**config.mk**
```make
export PLATFORM = sky130hd
export DESIGN_NAME = regfile_xfer_flat
export DESIGN_NICKNAME = d
export VERILOG_FILES = /design/src/rtl/regfile_xfer_if.sv /design/src/rtl/regfile_xfer.sv /design/src/flat_wrapper.sv
export SDC_FILE = /design/constraint.sdc
export NUM_CORES = 1
export LEC_CHECK = 0
export BUFFER_PORTS_ARGS = -buffer_cell sky130_fd_sc_hd__buf_4
export CORE_UTILIZATION = 46
export CTS_CLUSTER_SIZE = 12
export DETAILED_ROUTE_END_ITERATION = 8
export PLACE_DENSITY = 0.89
export SLEW_MARGIN = 20
export SYNTH_ARGS = -nofsm -noshare
export SYNTH_HDL_FRONTEND = slang
export SYNTH_SLANG_ARGS = --single-unit
```
**constraint.sdc**
```tcl
create_clock -name clk -period 2.72 [get_ports clk]
set_input_delay 0.544 -clock clk [delete_from_list [all_inputs] [get_ports clk]]
set_output_delay 0.544 -clock clk [all_outputs]
set_load 0.03 [all_outputs]
```
**src/rtl/regfile_xfer_if.sv**
```systemverilog
// rtl/regfile_xfer_if.sv - command, register-file and memory signals of regfile_xfer
// REGXFER_CHECKSUM_EN adds the checksum signal.
interface regfile_xfer_if;
  logic        start;
  logic        dir;
  logic [15:0] base_addr;
  logic        busy;
  logic        done;
  logic [2:0]  rf_readAdd;
  logic [15:0] rf_out;
  logic        rf_write;
  logic [2:0]  rf_writeAdd;
  logic [15:0] rf_in;
  logic        mem_req;
  logic        mem_we;
  logic [15:0] mem_addr;
  logic [15:0] mem_wdata;
  logic [15:0] mem_rdata;
  logic        mem_ack;
`ifdef REGXFER_CHECKSUM_EN
  logic [15:0] checksum;
`endif

  modport master (
    input  start, dir, base_addr, rf_out, mem_rdata, mem_ack,
    output busy, done, rf_readAdd, rf_write, rf_writeAdd, rf_in,
           mem_req, mem_we, mem_addr, mem_wdata
`ifdef REGXFER_CHECKSUM_EN
    , output checksum
`endif
  );

  modport slave (
    output start, dir, base_addr, rf_out, mem_rdata, mem_ack,
    input  busy, done, rf_readAdd, rf_write, rf_writeAdd, rf_in,
           mem_req, mem_we, mem_addr, mem_wdata
`ifdef REGXFER_CHECKSUM_EN
    , input checksum
`endif
  );
endinterface

```
**src/rtl/regfile_xfer.sv**
```systemverilog
// rtl/regfile_xfer.sv - walks R0..R(NREGS-1), dumping to or loading from memory
// REGXFER_CHECKSUM_EN adds a running 16-bit sum of transferred words.
module regfile_xfer #(
  parameter int NREGS  = 8,
  parameter int STRIDE = 2
) (
  input  logic          clk,
  input  logic          reset,
  regfile_xfer_if.master bus
);

  typedef enum logic [1:0] {IDLE, REQ, WB, DONE} state_t;

  state_t      state, state_nxt;
  logic [2:0]  idx, idx_nxt;
  logic        dir_q;
  logic [15:0] base_q;
  logic [15:0] rf_in_q;
  logic [2:0]  wadd_q;
  logic [15:0] addr_cur;
  logic        last;
  logic        accept;

  assign last     = (idx == 3'(NREGS - 1));
  assign accept   = (state == IDLE) && bus.start;
  assign addr_cur = base_q + 16'(STRIDE) * {13'd0, idx};

  always_ff @(posedge clk or negedge reset) begin
    if (!reset) begin
      state   <= IDLE;
      idx     <= 3'd0;
      dir_q   <= 1'b0;
      base_q  <= 16'd0;
      rf_in_q <= 16'd0;
      wadd_q  <= 3'd0;
    end else begin
      state <= state_nxt;
      idx   <= idx_nxt;
      if (accept) begin
        dir_q  <= bus.dir;
        base_q <= bus.base_addr;
      end
      if (state == REQ && bus.mem_ack && dir_q) begin
        rf_in_q <= bus.mem_rdata;
        wadd_q  <= idx;
      end
    end
  end

  always_comb begin
    state_nxt = state;
    idx_nxt   = idx;
    case (state)
      IDLE: begin
        if (bus.start) begin
          state_nxt = REQ;
          idx_nxt   = 3'd0;
        end
      end
      REQ: begin
        if (bus.mem_ack) begin
          if (dir_q) begin
            state_nxt = WB;
          end else if (last) begin
            state_nxt = DONE;
          end else begin
            idx_nxt = idx + 3'd1;
          end
        end
      end
      WB: begin
        if (last) begin
          state_nxt = DONE;
        end else begin
          state_nxt = REQ;
          idx_nxt   = idx + 3'd1;
        end
      end
      DONE:    state_nxt = IDLE;
      default: state_nxt = IDLE;
    endcase
  end

  // Outputs decode from registered state only, so reset clears them asynchronously.
  always_comb begin
    bus.busy        = (state != IDLE);
    bus.done        = (state == DONE);
    bus.mem_req     = (state == REQ);
    bus.mem_we      = (state == REQ) && !dir_q;
    bus.mem_addr    = (state == REQ) ? addr_cur : 16'd0;
    bus.mem_wdata   = (state == REQ && !dir_q) ? bus.rf_out : 16'd0;
    bus.rf_readAdd  = idx;
    bus.rf_write    = (state == WB);
    bus.rf_writeAdd = wadd_q;
    bus.rf_in       = rf_in_q;
  end

`ifdef REGXFER_CHECKSUM_EN
  logic [15:0] csum;

  always_ff @(posedge clk or negedge reset) begin
    if (!reset) begin
      csum <= 16'd0;
    end else if (accept) begin
      csum <= 16'd0;
    end else if (state == REQ && bus.mem_ack) begin
      csum <= csum + (dir_q ? bus.mem_rdata : bus.rf_out);
    end
  end

  assign bus.checksum = csum;
`endif

endmodule

```
**src/flat_wrapper.sv**
```systemverilog
// flat-port wrapper written by rule: the top's interface ports become plain ports
module regfile_xfer_flat 
#(
  parameter int NREGS  = 8,
  parameter int STRIDE = 2
)
  (clk, reset, bus_start, bus_dir, bus_base_addr, bus_rf_out, bus_mem_rdata, bus_mem_ack, bus_busy, bus_done, bus_rf_readAdd, bus_rf_write, bus_rf_writeAdd, bus_rf_in, bus_mem_req, bus_mem_we, bus_mem_addr, bus_mem_wdata);
  regfile_xfer_if bus_i ();
  input  logic clk;
  input  logic reset;
  input wire logic [$bits(bus_i.start)-1:0] bus_start;
  input wire logic [$bits(bus_i.dir)-1:0] bus_dir;
  input wire logic [$bits(bus_i.base_addr)-1:0] bus_base_addr;
  input wire logic [$bits(bus_i.rf_out)-1:0] bus_rf_out;
  input wire logic [$bits(bus_i.mem_rdata)-1:0] bus_mem_rdata;
  input wire logic [$bits(bus_i.mem_ack)-1:0] bus_mem_ack;
  output wire logic [$bits(bus_i.busy)-1:0] bus_busy;
  output wire logic [$bits(bus_i.done)-1:0] bus_done;
  output wire logic [$bits(bus_i.rf_readAdd)-1:0] bus_rf_readAdd;
  output wire logic [$bits(bus_i.rf_write)-1:0] bus_rf_write;
  output wire logic [$bits(bus_i.rf_writeAdd)-1:0] bus_rf_writeAdd;
  output wire logic [$bits(bus_i.rf_in)-1:0] bus_rf_in;
  output wire logic [$bits(bus_i.mem_req)-1:0] bus_mem_req;
  output wire logic [$bits(bus_i.mem_we)-1:0] bus_mem_we;
  output wire logic [$bits(bus_i.mem_addr)-1:0] bus_mem_addr;
  output wire logic [$bits(bus_i.mem_wdata)-1:0] bus_mem_wdata;
  assign bus_i.start = bus_start;
  assign bus_i.dir = bus_dir;
  assign bus_i.base_addr = bus_base_addr;
  assign bus_i.rf_out = bus_rf_out;
  assign bus_i.mem_rdata = bus_mem_rdata;
  assign bus_i.mem_ack = bus_mem_ack;
  assign bus_busy = bus_i.busy;
  assign bus_done = bus_i.done;
  assign bus_rf_readAdd = bus_i.rf_readAdd;
  assign bus_rf_write = bus_i.rf_write;
  assign bus_rf_writeAdd = bus_i.rf_writeAdd;
  assign bus_rf_in = bus_i.rf_in;
  assign bus_mem_req = bus_i.mem_req;
  assign bus_mem_we = bus_i.mem_we;
  assign bus_mem_addr = bus_i.mem_addr;
  assign bus_mem_wdata = bus_i.mem_wdata;
  regfile_xfer #(.NREGS(NREGS), .STRIDE(STRIDE)) u_core (.clk(clk), .reset(reset), .bus(bus_i));
endmodule
```
==> results of run 1 <==
## cells in the final DEF (no fill, tap or decap), types with 5 or more instances in the layout
| master | count |
|---|---|
| buf_4 | 117 |
| dfrtp_1 | 38 |
| mux2_2 | 35 |
| and2_1 | 18 |
| nand2_1 | 10 |
| inv_1 | 9 |
| nor2_1 | 8 |
| ha_1 | 7 |
| clkbuf_8 | 6 |
| o21ai_0 | 5 |
| buf_6 | 5 |
## cell usage after synthesis (2+ instances only)
library cell	instances
nor2b_1	4
and2_1	18
nor3_1	2
o31ai_1	4
nor2_1	8
or4_1	4
mux2i_1	2
a211oi_1	2
mux2_2	35
xor2_1	3
nand3_1	3
nand2_1	10
a21oi_1	8
inv_1	10
o21ai_0	5
xnor2_1	2
clkbuf_1	5
dfrtp_1	41
ha_1	10
## through the flow
step	utilization	power, mW	hold slack [ns]	instances
after floorplan	-	2.86	0.248	196
after global placement	0.709	3.71	0.469	359
after detailed placement	0.709	3.79	0.478	359
after CTS	0.760	4.45	0.247	371
after global routing	0.763	4.73	0.259	371
final	0.763	4.45	0.228	371
## worst max-delay path, delay by kind of cell (launching register included)
kind / cells / cell delay [ns]
AOI/OAI and AO/OA: 2 / 0.23
adders and majority gates: 2 / 0.50
buffers and inverters: 2 / 0.17
DFF: 1 / 0.40
and+or+nand+nor: 2 / 0.65
## layer usage
layer / track usage / wire length (um) / up-vias
li1: - / - / 932
met1: 0.261 / 2170 / 902
met2: 0.434 / 3050 / 82
met3: 0.0605 / 391 / 5
met4: 0.0467 / 49 / 0
met5: 0 / 0 / -
## worst paths after layout
path	from	endpoint	slack [ns]	cells past startpoint
min in group clk	bus_mem_rdata[11]	u_core.bus.rf_in[11]	0.48	2
max in group asynchronous	reset	u_core.bus.rf_readAdd[1]	2.11	1
worst max-delay path	u_core.bus.rf_readAdd[0]	bus_mem_addr[15]	-0.08	8
worst max register to register	u_core.state[1]	u_core.bus.rf_readAdd[0]	0.80	6
worst min-delay path	reset	u_core.base_q[14]	0.23	1
worst min register to register	u_core.bus.rf_writeAdd[2]	u_core.bus.rf_writeAdd[2]	0.50	2
## where the power goes
group / internal, mW / switching (mW)
combinational: 1.21 / 1.53
sequential: 0.918 / 0.280
clock: 0.298 / 0.210
## logic make-up after synthesis
group | count (synthesis)
muxes | 37
xor gates and xnor gates | 5
buffers and inverters | 17
adders and majority gates | 11
and+or+nand+nor | 57
AOI/OAI and AO/OA | 28
DFF | 41
## sequential cells by signal (all words and copies together) (netlist names)
name                    count
u_core.base_q              16
u_core.bus.rf_in           16
u_core.bus.rf_readAdd       3
u_core.bus.rf_writeAdd      3
u_core.dir_q                1
u_core.state                2
## cell type report
type,count,area share
multi-input cells,138,0.360
flip-flops and latches,41,0.301
well taps,52,0.0190
clock inverters,2,0.0110
repair buffers,122,0.274
clock buffers,6,0.0242
inverters,10,0.0110
## what timing repair did
action                                  4_1_cts  5_1_grt
endpoints found under the setup margin        6       23
endpoints found under the hold margin         0        0
buffers inserted                              4        0
pin swaps                                     4        1
resized for setup                            17        5
==> impl_results.md, run 1 <==
- Final Setup Violations: 5
- Worst setup slack after layout: -0.0823 ns
- Diodes inserted: 0
- Post-synthesis mux area share: 0.188
- Largest cells by area after synthesis: dfrtp_1 47%, mux2_2 18%, ha_1 5.7%, and2_1 5.1%, a21oi_1 1.8%
- Reg area: 1030 um^2
- Clock-pin slew on the worst setup and hold paths: 0.08 ns
- Worst EP arrival: 2.26 ns
- Remaining Overflow, GRT: 0
- Number of flops mapped to enable cells by yosys: 0
- Status: complete, but fails checks
- Wirelength, routed: 5660 um
- Post-place instance area: 3170 um^2
- RSZ-0062 raised after global routing: yes
- Area growth syn-to-layout: 55.0%
- Peak VDD IR: 0.000651 V
- Multi-input logic area: 1230 um^2
- Row cnt: 24
- CTS tree: yes
- Sum Neg Setup Slack: -0.166 ns
- Synth Cell Area: 2200 um^2
- Synth Area in Compound Gates: 0.0818
- CP max stage cell: or4_4
- Cts hold-fix bufs: 0
- Core Area: 4470 um^2
- IO buf count: 111
- XOR/XNOR Fraction of Synth Area: 0.0199
- Failing checks: DRC, setup timing
- Final hold vios: 0
- #FFs+latches synth: 41
- Gate Count Post-Synth: 196
- Clock Root Buffer: clkbuf_8
- Largest net degree at the start of global routing: 42
- Final nets: 382
- Rel. slew slack: 0.474
- Sink Count: 41
- Syn nets: 260
- Main synth FF type: dfrtp_1
- Worst min path class: input port to asynchronous set/reset pin
- Worst-Margin Slew: 0.786 ns
- Mean Syn Cell Area: 11.2 um^2
- Pwr/cell area: 1300 nW/um^2
- Worst setup path class: flip-flop to output port
- Asr flop ratio synth: 1.00
- Synth unique cells: 39
- Worst-path cell chain: ha_4 -> inv_2 -> fa_2 -> nor2b_4 -> o21ai_4 -> or4_4 -> a21oi_4 -> buf_6
- DRT Pass-1 Iters: 8
- Die area: 5070 um^2
- Tmin final: 2.80 ns
- Clk_lat worst skew: 0.29 ns
- CP peak stage delay: 0.50 ns
- Tcrit/Tclk final: 1.03
- Finished Cell Area: 3420 um^2
- Antenna violations before repair: 0
- Via density per instance: 5.18
- Dominant cell type by area after synthesis: dfrtp_1
- Sequential-to-total area share from yosys stat: 0.466
- Drc violations: 6
- Num CTS Buffers: 5
- Number of routed nets with antenna violations: 0
- Startpoint Class: flip-flop
- Synth top area share: 0.466
- Drt first-iter violations: 51
- F_max: 357 MHz
- Maxcap violations: 0
- H-tree depth: 2
- WP data required: 2.18 ns
- Pins Over Slew Limit: 0
- Synthesis warning total: 0
- Fraction of the mapped netlist area in adder cells: 0.0659
- WL/cell: 15.3 um
- Largest family of logic cells by synthesized area: multiplexers
- Die width: 71.2 um
- Simple-Gate Fraction of Synth Area: 0.149
- Ports: 112
- First-pass GRT wire length: 9090 um
- GPL Wtd Cong: 0.851
- Routed vias: 1921
- Pleak: 1.63 nW
- Skew final: 0.00701 ns
- # fillers: 306
- GRT Overall Usage: 0.230
- Share of layout cells above drive strength 1: 0.596
- CTS max path bufs: 2
- Die height: 71.2 um
- Worst setup EP type: output port
- Starting density of the core: 0.492
- Vias in the first global route: 1977
- Final HPWL DP: 4300 um
- Pre-CTS WS: 0.0672 ns
- Crit Path Max Fanout: 6
Power figures use the tool's default switching activity.
==> run 2: changes to the inputs <==
- CORE_MARGIN: unset -> 8
==> impl_results.md, run 2 (synthesis gave the netlist of run 1 again) <==
- Routed vias: 1990 (was 1921)
- Tcrit/Tclk final: 1.03 (about the same)
- Vias in the first global route: 2228 (was 1977)
- Failing checks: setup timing (was DRC, setup timing)
- CTS max path bufs: 2 (unchanged)
- Ports: 112 (unchanged)
- Finished Cell Area: 3420 um^2 (about the same)
- Commonest non-fill, non-tap cell in the layout: buf_4 (unchanged)
- Commonest non-fill, non-tap cells in the layout: 117 x buf_4, 38 x dfrtp_1, 35 x mux2_2 (unchanged)
- Worst min path class: input port to asynchronous set/reset pin (unchanged)
- Wirelength, routed: 6740 um (was 5660 um)
- Core Area: 4660 um^2 (was 4470 um^2)
- Die area: 7260 um^2 (was 5070 um^2)
- Final HPWL DP: 4870 um (was 4300 um)
- Die width: 85.2 um (was 71.2 um)
- Multi-input logic area: 1220 um^2 (was 1230 um^2)
- Clock Root Buffer: clkbuf_8 (unchanged)
- WP data required: 2.18 ns (about the same)
- Post-place instance area: 3180 um^2 (was 3170 um^2)
- Final hold vios: 0 (unchanged)
- Clock-pin slew on the worst setup and hold paths: 0.08 ns (about the same)
- Tmin final: 2.80 ns (about the same)
- Rel. slew slack: 0.531 (was 0.474)
- Antenna violations before repair: 0 (unchanged)
- Final nets: 383 (was 382)
- Critical Path Source: u_core.base_q[1] (was u_core.bus.rf_readAdd[0])
- Largest net degree at the start of global routing: 42 (unchanged)
- Share of layout cells above drive strength 1: 0.584 (was 0.596)
- Status: complete, but fails checks (unchanged)
- WL/cell: 18.0 um (was 15.3 um)
- IO buf count: 111 (unchanged)
- Startpoint Class: flip-flop (unchanged)
- CTS tree: yes (unchanged)
- Worst-Margin Slew: 0.702 ns (was 0.786 ns)
- Peak VDD IR: 0.000720 V (was 0.000651 V)
- Crit Path Max Fanout: 6 (unchanged)
- Drc violations: 0 (was 6)
- Area growth syn-to-layout: 55.3% (was 55.0%)
- F_max: 357 MHz (about the same)
- Die height: 85.2 um (was 71.2 um)
- Worst EP arrival: 2.26 ns (about the same)
- Pwr/cell area: 1320 nW/um^2 (was 1300 nW/um^2)
- Pre-CTS WS: 0.0172 ns (was 0.0672 ns)
- GPL Wtd Cong: 0.860 (was 0.851)
- GRT Overall Usage: 0.188 (was 0.230)
- Worst setup EP type: output port (unchanged)
- Worst setup path class: flip-flop to output port (unchanged)
- Sum Neg Setup Slack: -0.249 ns (was -0.166 ns)
- Row cnt: 25 (was 24)
- RSZ-0062 raised after global routing: yes (unchanged)
- Pins Over Slew Limit: 0 (unchanged)
- Clk_lat worst skew: 0.29 ns (about the same)
- Maxcap violations: 0 (unchanged)
- First-pass GRT wire length: 10900 um (was 9090 um)
- Pleak: 1.64 nW (was 1.63 nW)
- # fillers: 323 (was 306)
- Starting density of the core: 0.473 (was 0.492)
- Hold Worst Slack: 0.225 ns (was 0.228 ns)
- R2R Path Start: u_core.state[1] (unchanged)
- Diodes inserted: 0 (unchanged)
- Skew final: 0.00712 ns (was 0.00701 ns)
- Via density per instance: 5.32 (was 5.18)
- Sink Count: 41 (unchanged)
- DRT Pass-1 Iters: 5 (was 8)
- Reg area: 1030 um^2 (unchanged)
- Remaining Overflow, GRT: 0 (unchanged)
- Worst setup slack after layout: -0.0833 ns (was -0.0823 ns)
- Num CTS Buffers: 5 (unchanged)
- Drt first-iter violations: 61 (was 51)
- Final Setup Violations: 6 (was 5)
- Number of routed nets with antenna violations: 0 (unchanged)
- H-tree depth: 2 (unchanged)
-- run 2: worst max-delay path: stages (launching register included) --
cell	delay, ns
dfrtp_1	0.39
ha_4	0.15
inv_2	0.03
fa_2	0.36
nor2b_4	0.15
o21ai_4	0.09
or4_4	0.51
a21oi_4	0.14
buf_6	0.15
-- run 2: power breakdown --
part / switching [mW] / leakage, nW / internal (mW) / total, mW
Combinational: 1.59 / 1.09 / 1.22 / 2.81
Clock: 0.209 / 0.0585 / 0.299 / 0.508
Sequential: 0.294 / 0.491 / 0.918 / 1.21
Total: 2.09 / 1.64 / 2.44 / 4.53
-- run 2: worst paths after layout --
check / endpoint / slack [ns] / depth (start not counted)
max in group asynchronous: u_core.bus.rf_readAdd[0] / 2.11 / 1
max: bus_mem_addr[15] / -0.08 / 8
min reg2reg: u_core.base_q[0] / 0.51 / 1
min in group clk: u_core.bus.rf_in[0] / 0.48 / 2
min: u_core.bus.rf_writeAdd[0] / 0.23 / 1
max reg2reg: u_core.bus.rf_readAdd[0] / 0.63 / 6
-- run 2: stage by stage --
stage	util	cells	total power, mW
4_1_cts	0.730	372	4.49
3_5_place_dp	0.681	361	3.80
6_report	0.734	374	4.53
3_3_place_gp	0.681	361	3.74
2_1_floorplan	-	196	2.86
5_1_grt	0.734	374	4.79
-- run 2: final cells by class --
| class | instances | area share |
|---|---|---|
| clock buffer | 7 | 0.0252 |
| clock inverter | 1 | 0.00878 |
| inverter | 10 | 0.0110 |
| multi-input combinational | 138 | 0.358 |
| sequential | 41 | 0.301 |
| tap | 54 | 0.0197 |
| timing repair buffer | 123 | 0.276 |
-- run 2: routing by layer --
layer  wire length (um)  share of wire  vias up  track usage
li1                   -              -      935            -
met1               2670           0.40      959        0.205
met2               3340           0.50       85        0.320
met3                578          0.086       11       0.0820
met4                144          0.021        0       0.0631
met5                  0              0        -            0
-- run 2: repair_timing --
action                                 4_1_cts  5_1_grt
gates resized for setup                     21        2
hold buffers                                 0        0
endpoints found under the hold margin        0        0
setup endpoints to repair                    7       10
pin swaps                                   12        8
buffers inserted                             4        3
